<file path="config.mk">
export PLATFORM = sky130hd
export DESIGN_NAME = spi_ram_slave_burst
export DESIGN_NICKNAME = d
export VERILOG_FILES = /design/src/rtl/spi_ram_slave_burst.sv
export SDC_FILE = /design/constraint.sdc
export NUM_CORES = 2
export LEC_CHECK = 0
export CORE_MARGIN = 10
export CORE_UTILIZATION = 25
export DETAILED_ROUTE_END_ITERATION = 8
export GPL_TIMING_DRIVEN = 0
export PLACE_DENSITY_LB_ADDON = 0.2
export SLEW_MARGIN = 20
export SYNTH_ARGS = -nofsm -noshare
export SYNTH_HDL_FRONTEND = slang
export SYNTH_SLANG_ARGS = --single-unit
</file>
<file path="constraint.sdc">
create_clock -name clk -period 4.85 [get_ports clk]
set_input_delay 0.7275 -clock clk [delete_from_list [all_inputs] [get_ports clk]]
set_output_delay 0.7275 -clock clk [all_outputs]
set_load 0.01 [all_outputs]
</file>
<file path="src/rtl/spi_ram_slave_burst.sv">
// SPI slave fronting a word-addressed scratch RAM: address/write/read frames,
// optional address post-increment for bursts, and a sticky out-of-range flag.
module spi_ram_slave_burst #(
    parameter int DATA_W    = 8,
    parameter int ADDR_SIZE = 8,
    parameter int MEM_DEPTH = 256,
    parameter int AUTO_INC  = 1
) (
    input  logic clk,
    input  logic rst_n,
    input  logic ss_n,
    input  logic mosi,
    output logic miso,
    output logic err,
    output logic frame_done
);

    localparam int FRAME_W = DATA_W + 2;
    localparam int CNT_W   = $clog2(FRAME_W + 1);
    localparam int IDX_W   = (MEM_DEPTH > 1) ? $clog2(MEM_DEPTH) : 1;

    localparam logic [ADDR_SIZE:0]   DEPTH   = (ADDR_SIZE + 1)'(MEM_DEPTH);
    localparam logic [ADDR_SIZE-1:0] LAST    = ADDR_SIZE'(MEM_DEPTH - 1);
    localparam logic [CNT_W-1:0]     LAST_RX = CNT_W'(FRAME_W - 1);
    localparam logic [CNT_W-1:0]     LAST_TX = CNT_W'(DATA_W - 1);
    localparam logic [CNT_W-1:0]     TX_END  = CNT_W'(DATA_W);

    typedef enum logic [1:0] {IDLE, RX, TX_LOAD, TX} state_t;

    state_t                 state_q, state_d;
    logic [CNT_W-1:0]       cnt_q, cnt_d;
    logic [FRAME_W-2:0]     rx_sr_q, rx_sr_d;
    logic [DATA_W-1:0]      tx_sr_q, tx_sr_d;
    logic [ADDR_SIZE-1:0]   wr_addr_q, wr_addr_d;
    logic [ADDR_SIZE-1:0]   rd_addr_q, rd_addr_d;
    logic                   miso_d, err_d, frame_done_d;
    logic                   mem_we;
    logic [DATA_W-1:0]      mem [MEM_DEPTH];

    logic [FRAME_W-1:0]     frame;
    logic [1:0]             cmd;
    logic [DATA_W-1:0]      payload;
    logic [ADDR_SIZE-1:0]   frame_addr;

    function automatic logic in_range(input logic [ADDR_SIZE-1:0] a);
        return {1'b0, a} < DEPTH;
    endfunction

    // Wrap at the implemented depth rather than the full address space
    function automatic logic [ADDR_SIZE-1:0] next_addr(input logic [ADDR_SIZE-1:0] a);
        if (AUTO_INC == 0)
            return a;
        else if (a == LAST)
            return '0;
        else
            return a + ADDR_SIZE'(1);
    endfunction

    assign frame      = {rx_sr_q, mosi};
    assign cmd        = frame[FRAME_W-1:FRAME_W-2];
    assign payload    = frame[DATA_W-1:0];
    assign frame_addr = payload[ADDR_SIZE-1:0];

    always_comb begin
        state_d      = state_q;
        cnt_d        = cnt_q;
        rx_sr_d      = rx_sr_q;
        tx_sr_d      = tx_sr_q;
        wr_addr_d    = wr_addr_q;
        rd_addr_d    = rd_addr_q;
        miso_d       = 1'b0;
        err_d        = err;
        frame_done_d = 1'b0;
        mem_we       = 1'b0;
        unique case (state_q)
            IDLE: begin
                if (!ss_n) begin
                    state_d = RX;
                    rx_sr_d = {rx_sr_q[FRAME_W-3:0], mosi};
                    cnt_d   = CNT_W'(1);
                end
            end
            RX: begin
                if (ss_n) begin
                    state_d = IDLE;
                    cnt_d   = '0;
                end else if (cnt_q == LAST_RX) begin
                    // Decode on the last bit so the next frame can follow immediately
                    cnt_d = '0;
                    unique case (cmd)
                        2'b00: begin
                            wr_addr_d    = frame_addr;
                            err_d        = err | ~in_range(frame_addr);
                            frame_done_d = 1'b1;
                        end
                        2'b01: begin
                            mem_we       = in_range(wr_addr_q);
                            err_d        = err | ~in_range(wr_addr_q);
                            wr_addr_d    = next_addr(wr_addr_q);
                            frame_done_d = 1'b1;
                        end
                        2'b10: begin
                            rd_addr_d    = frame_addr;
                            err_d        = err | ~in_range(frame_addr);
                            frame_done_d = 1'b1;
                        end
                        default: state_d = TX_LOAD;
                    endcase
                end else begin
                    rx_sr_d = {rx_sr_q[FRAME_W-3:0], mosi};
                    cnt_d   = cnt_q + CNT_W'(1);
                end
            end
            TX_LOAD: begin
                if (ss_n) begin
                    state_d = IDLE;
                end else begin
                    tx_sr_d   = in_range(rd_addr_q) ? mem[rd_addr_q[IDX_W-1:0]] : '0;
                    err_d     = err | ~in_range(rd_addr_q);
                    rd_addr_d = next_addr(rd_addr_q);
                    state_d   = TX;
                end
                cnt_d = '0;
            end
            TX: begin
                if (ss_n) begin
                    state_d = IDLE;
                    cnt_d   = '0;
                end else if (cnt_q == TX_END) begin
                    state_d = RX;
                    cnt_d   = '0;
                end else begin
                    miso_d       = tx_sr_q[DATA_W-1];
                    tx_sr_d      = {tx_sr_q[DATA_W-2:0], 1'b0};
                    cnt_d        = cnt_q + CNT_W'(1);
                    frame_done_d = (cnt_q == LAST_TX);
                end
            end
            default: state_d = IDLE;
        endcase
    end

    always_ff @(posedge clk or negedge rst_n) begin
        if (!rst_n) begin
            state_q    <= IDLE;
            cnt_q      <= '0;
            rx_sr_q    <= '0;
            tx_sr_q    <= '0;
            wr_addr_q  <= '0;
            rd_addr_q  <= '0;
            miso       <= 1'b0;
            err        <= 1'b0;
            frame_done <= 1'b0;
        end else begin
            state_q    <= state_d;
            cnt_q      <= cnt_d;
            rx_sr_q    <= rx_sr_d;
            tx_sr_q    <= tx_sr_d;
            wr_addr_q  <= wr_addr_d;
            rd_addr_q  <= rd_addr_d;
            miso       <= miso_d;
            err        <= err_d;
            frame_done <= frame_done_d;
        end
    end

    // Storage is deliberately outside the reset domain so contents survive rst_n
    always_ff @(posedge clk) begin
        if (mem_we)
            mem[wr_addr_q[IDX_W-1:0]] <= payload;
    end

endmodule

</file>
==> summary.md <==
| Metric | Value |
|---|---|
| Final Worst Setup Slack | `-0.160 ns` |
| Dpl cells | `around 8500` |
| H-tree levels | `4` |
| R2R depth | `11` |
| Worst Path Arrival | `roughly 5.8 ns` |
| Min-delay worst type | `input pin to flop` |
| Num rows | `210` |
| CTS Buf Count | `between 200 and 250` |
| Fraction of layout cells with a size suffix above 1 | `~23%` |
| Final hold vios | `0` |
| Core Box Area | `0.327 sq mm` |
| Post-DRT Antenna Nets | `0` |
| Initial antenna violation count | `30` |
| CTS sink count | `~2100` |
| DR WL/cell | `37.5 um` |
| RSZ-0062 raised after global routing | `true` |
| Met1 usage | `25.4%` |
| Port bufs | `5` |
| Met3 Resource Use GR | `under 10%` |
| Pre-Repair DR Iteration Count | `8` |
| DRC viols | `0` |
| Mapped Cells | `about 4100` |
| Commonest cells in the netlist | `2048 x edfxtp_1, 401 x mux4_2, 306 x nor2_1` |
| Max_slew headroom | `13.9%` |
| Grt peak-use layer | `met2` |
| Worst Path Max Fanout | `10` |
| Final WL | `334000 um` |
| Clock skew | `just over 0.06 ns` |
| Register area share after synthesis | `between 70% and 80%` |
| Ys async rst share | `between 1.5 and 2%` |
| Ports | `7` |
| Drt via density | `5.12` |
| Highest clock rate | `200 MHz` |
| Setup crit end kind | `flop` |
| Min Clock Period, post-route | `between 5 and 6 ns` |
| Buffers from clock root to sink, at most | `3` |
| Skew-Pair Late Insertion Delay | `just over 0.9 ns` |
| CTS root buf | `clkbuf_16` |
| Area leader, netlist | `edfxtp_1` |
| Post-synthesis sequential element count | `2089` |
| Outcome | `finished with violations` |
| Pwr Total | `between 40000 and 50000 uW` |
| Die width | `approximately 590 um` |
| Terminus of the critical flop-to-flop path | `tx_sr_q[7]` |
| Die area | `about 0.35 sq mm` |
| Yosys warns | `0` |
| GRT Total Usage | `between 10% and 20%` |
| P_leak | `0.0288 uW` |
| Vias in the first global route | `between 40000 and 50000` |
| Setup CP Type | `flop to flop` |
| Slew Limit Fails | `0` |
| Final setup viols | `28` |
| PD cells | `approximately 510 mW/mm^2` |
| Internal reg-to-reg setup slack | `-0.16 ns` |
| Worst Tran Pin Value | `around 1.3 ns` |
| Sequential Area | `between 0.06 and 0.07 sq mm` |
| Mapped Avg Cell Area | `about 20 sq um` |
| Post-synth EDFFs | `just over 2000` |
| Period utilization | `103%` |
| Remaining global-route overflow | `0` |
| Post-Syn Nets | `between 4000 and 5000` |
| NumNets Final | `approximately 4400` |
| Top-count cell post-synth | `edfxtp_1` |
| GR met2 Demand/Resource | `approximately 28%` |
| Cell Area, Synth | `between 0.08 and 0.09 sq mm` |
| First-iteration detailed-routing DRC count | `~6700` |
| CTS tree | `yes` |
| Required arrival time at the worst endpoint | `between 5 and 6 ns` |
| Non-filler cells, final | `between 8000 and 9000` |
| Hold EP | `mem[180][0]` |
| Worst reg2reg path startpoint | `rd_addr_q[1]` |
| Detailed Place HPWL | `234000 um` |
| Largest net degree at the start of global routing | `124` |
| Max VDD drop | `approximately 0.45 mV` |
| Fillers | `32079` |
| Count of different cell masters after synthesis | `66` |
| Initial Util | `roughly 25%` |
| Worst-path clk slew | `roughly 0.060 ns` |
| Hold_sp | `mosi` |
| Die Y | `592 um` |
| Ranking of synthesized cells by area | `edfxtp_1 75%, mux4_2 11%, mux2i_1 3.3%, nor2_1 1.4%, o221ai_1 1.3%` |
| # Max-Cap Violations | `0` |
| Synthesis-to-finish area growth | `18.0%` |
| Multi-input gate area | `around 0.018 sq mm` |
| First-pass GRT wire length | `approximately 430000 um` |
| Hold Path Depth | `1` |
| Post-synth top area share | `75.1%` |
| Worst Setup Start Kind | `flop` |
| Ys flop type | `edfxtp_1` |
| Placer congestion estimate | `slightly above 0.9` |
| Final core occ | `a little under 30%` |
| Failing checks | `negative setup slack` |
| Via count | `45584` |
## power breakdown
part           internal [uW]  leakage [uW]  total (uW)  switching, uW
Combinational           3390       0.00626       11400           8030
Clock                   9420       0.00342       16800           7390
Sequential             20700        0.0191       20900            240
Total                  33500        0.0288       49100          15700
## logic make-up (layout without fill, tap and decap cells)
| kind of cell | Yosys count | count (layout) | synth area share (%) |
|---|---|---|---|
| buffers and inverters | 268 | 755 | 1.94 |
| AOI/OAI and AO/OA | 471 | 471 | 4.10 |
| other | 1 | 11 | 0.00458 |
| xor gates and xnor gates | 1 | 1 | 0.0107 |
| adders and majority gates | 8 | 8 | 0.122 |
| muxes | 687 | 687 | 14.6 |
| DFF | 2089 | 2089 | 76.3 |
| and+or+nand+nor | 539 | 539 | 2.86 |
## timing repair
item | in CTS | in global routing
resized for setup | 37 | 15
hold buffers | 1 | 0
setup endpoints to repair | 8 | 153
buffers inserted | 0 | 0
endpoints found under the hold margin | 14 | 0
## cell usage in the layout (no fill, tap or decap), types with 32 or more instances in the layout
| cell | count |
|---|---|
| buf_12 | 38 |
| clkinv_1 | 57 |
| buf_4 | 53 |
| nor3_1 | 35 |
| mux2i_1 | 269 |
| mux4_2 | 401 |
| buf_16 | 38 |
| o21ai_0 | 50 |
| nor2_1 | 284 |
| nand2_1 | 85 |
| clkbuf_2 | 66 |
| o22ai_1 | 55 |
| a21oi_1 | 88 |
| clkbuf_16 | 223 |
| buf_2 | 32 |
| o221ai_1 | 125 |
| clkbuf_1 | 106 |
| dfrtp_1 | 34 |
| edfxtp_1 | 2048 |
| buf_6 | 42 |
## per-stage QoR
| step | setup TNS (ns) | area (sq um) | setup slack (ns) | hold WS [ns] |
|---|---|---|---|---|
| 6_report | -0.913 | 96600 | -0.160 | 0.256 |
| 3_5_place_dp | -16.18 | 89400 | -1.27 | 0.487 |
| 4_1_cts | 0 | 96500 | 0.00320 | 0.229 |
| 2_1_floorplan | 0 | 81900 | 0.814 | 0.432 |
| 3_3_place_gp | -8597.97 | 87400 | -5.17 | 0.485 |
| 5_1_grt | -4.97 | 96600 | -0.0893 | 0.254 |
## layer usage
| metal | part of all wire (%) | up-vias |
|---|---|---|
| met2 | 45 | 2363 |
| met5 | 0.020 | - |
| met3 | 8.4 | 541 |
| met1 | 42 | 25074 |
| li1 | - | 17598 |
| met4 | 4.8 | 8 |
## how the worst max path moves through the flow
stage	startpoint	endpoint	slack, ns	cells after the start
floorplan	rx_sr_q[5]	mem[0][6]	0.81	0
global placement	mosi	mem[36][0]	-5.17	1
detailed placement	rd_addr_q[2]	tx_sr_q[4]	-1.27	11
CTS	rd_addr_q[1]	tx_sr_q[3]	0.003	11
global route	cnt_q[1]	mem[217][5]	-0.09	10
finish	rd_addr_q[1]	tx_sr_q[7]	-0.16	11
## state kept, by name, summed over array words and instances, names as in the netlist
| register | count |
|---|---|
| miso | 1 |
| mem | 2048 |
| state_q | 2 |
| rd_addr_q | 8 |
| tx_sr_q | 8 |
| cnt_q | 4 |
| wr_addr_q | 8 |
| frame_done | 1 |
| rx_sr_q | 9 |
## critical path, stage by stage, from the launching register on
cell	delay, ns
dfrtp_1	0.36
buf_4	0.33
nand2b_1	0.17
buf_2	0.45
buf_2	0.62
clkbuf_2	0.63
clkbuf_2	0.60
o221ai_1	0.32
a21oi_1	0.52
a21boi_0	0.25
a41oi_2	0.39
o31ai_1	0.14
## layout make-up
type / instances / share of cell area [%]
sequential: 2089 / 64.7
inverter: 15 / 0.0583
buffer: 248 / 1.71
antenna: 10 / 0.0259
tap: 4346 / 5.63
clock inverter: 123 / 1.21
timing repair buffer: 87 / 1.94
multi-input combinational: 1707 / 18.6
clock buffer: 282 / 6.06
(Power assumes the default switching activity.)
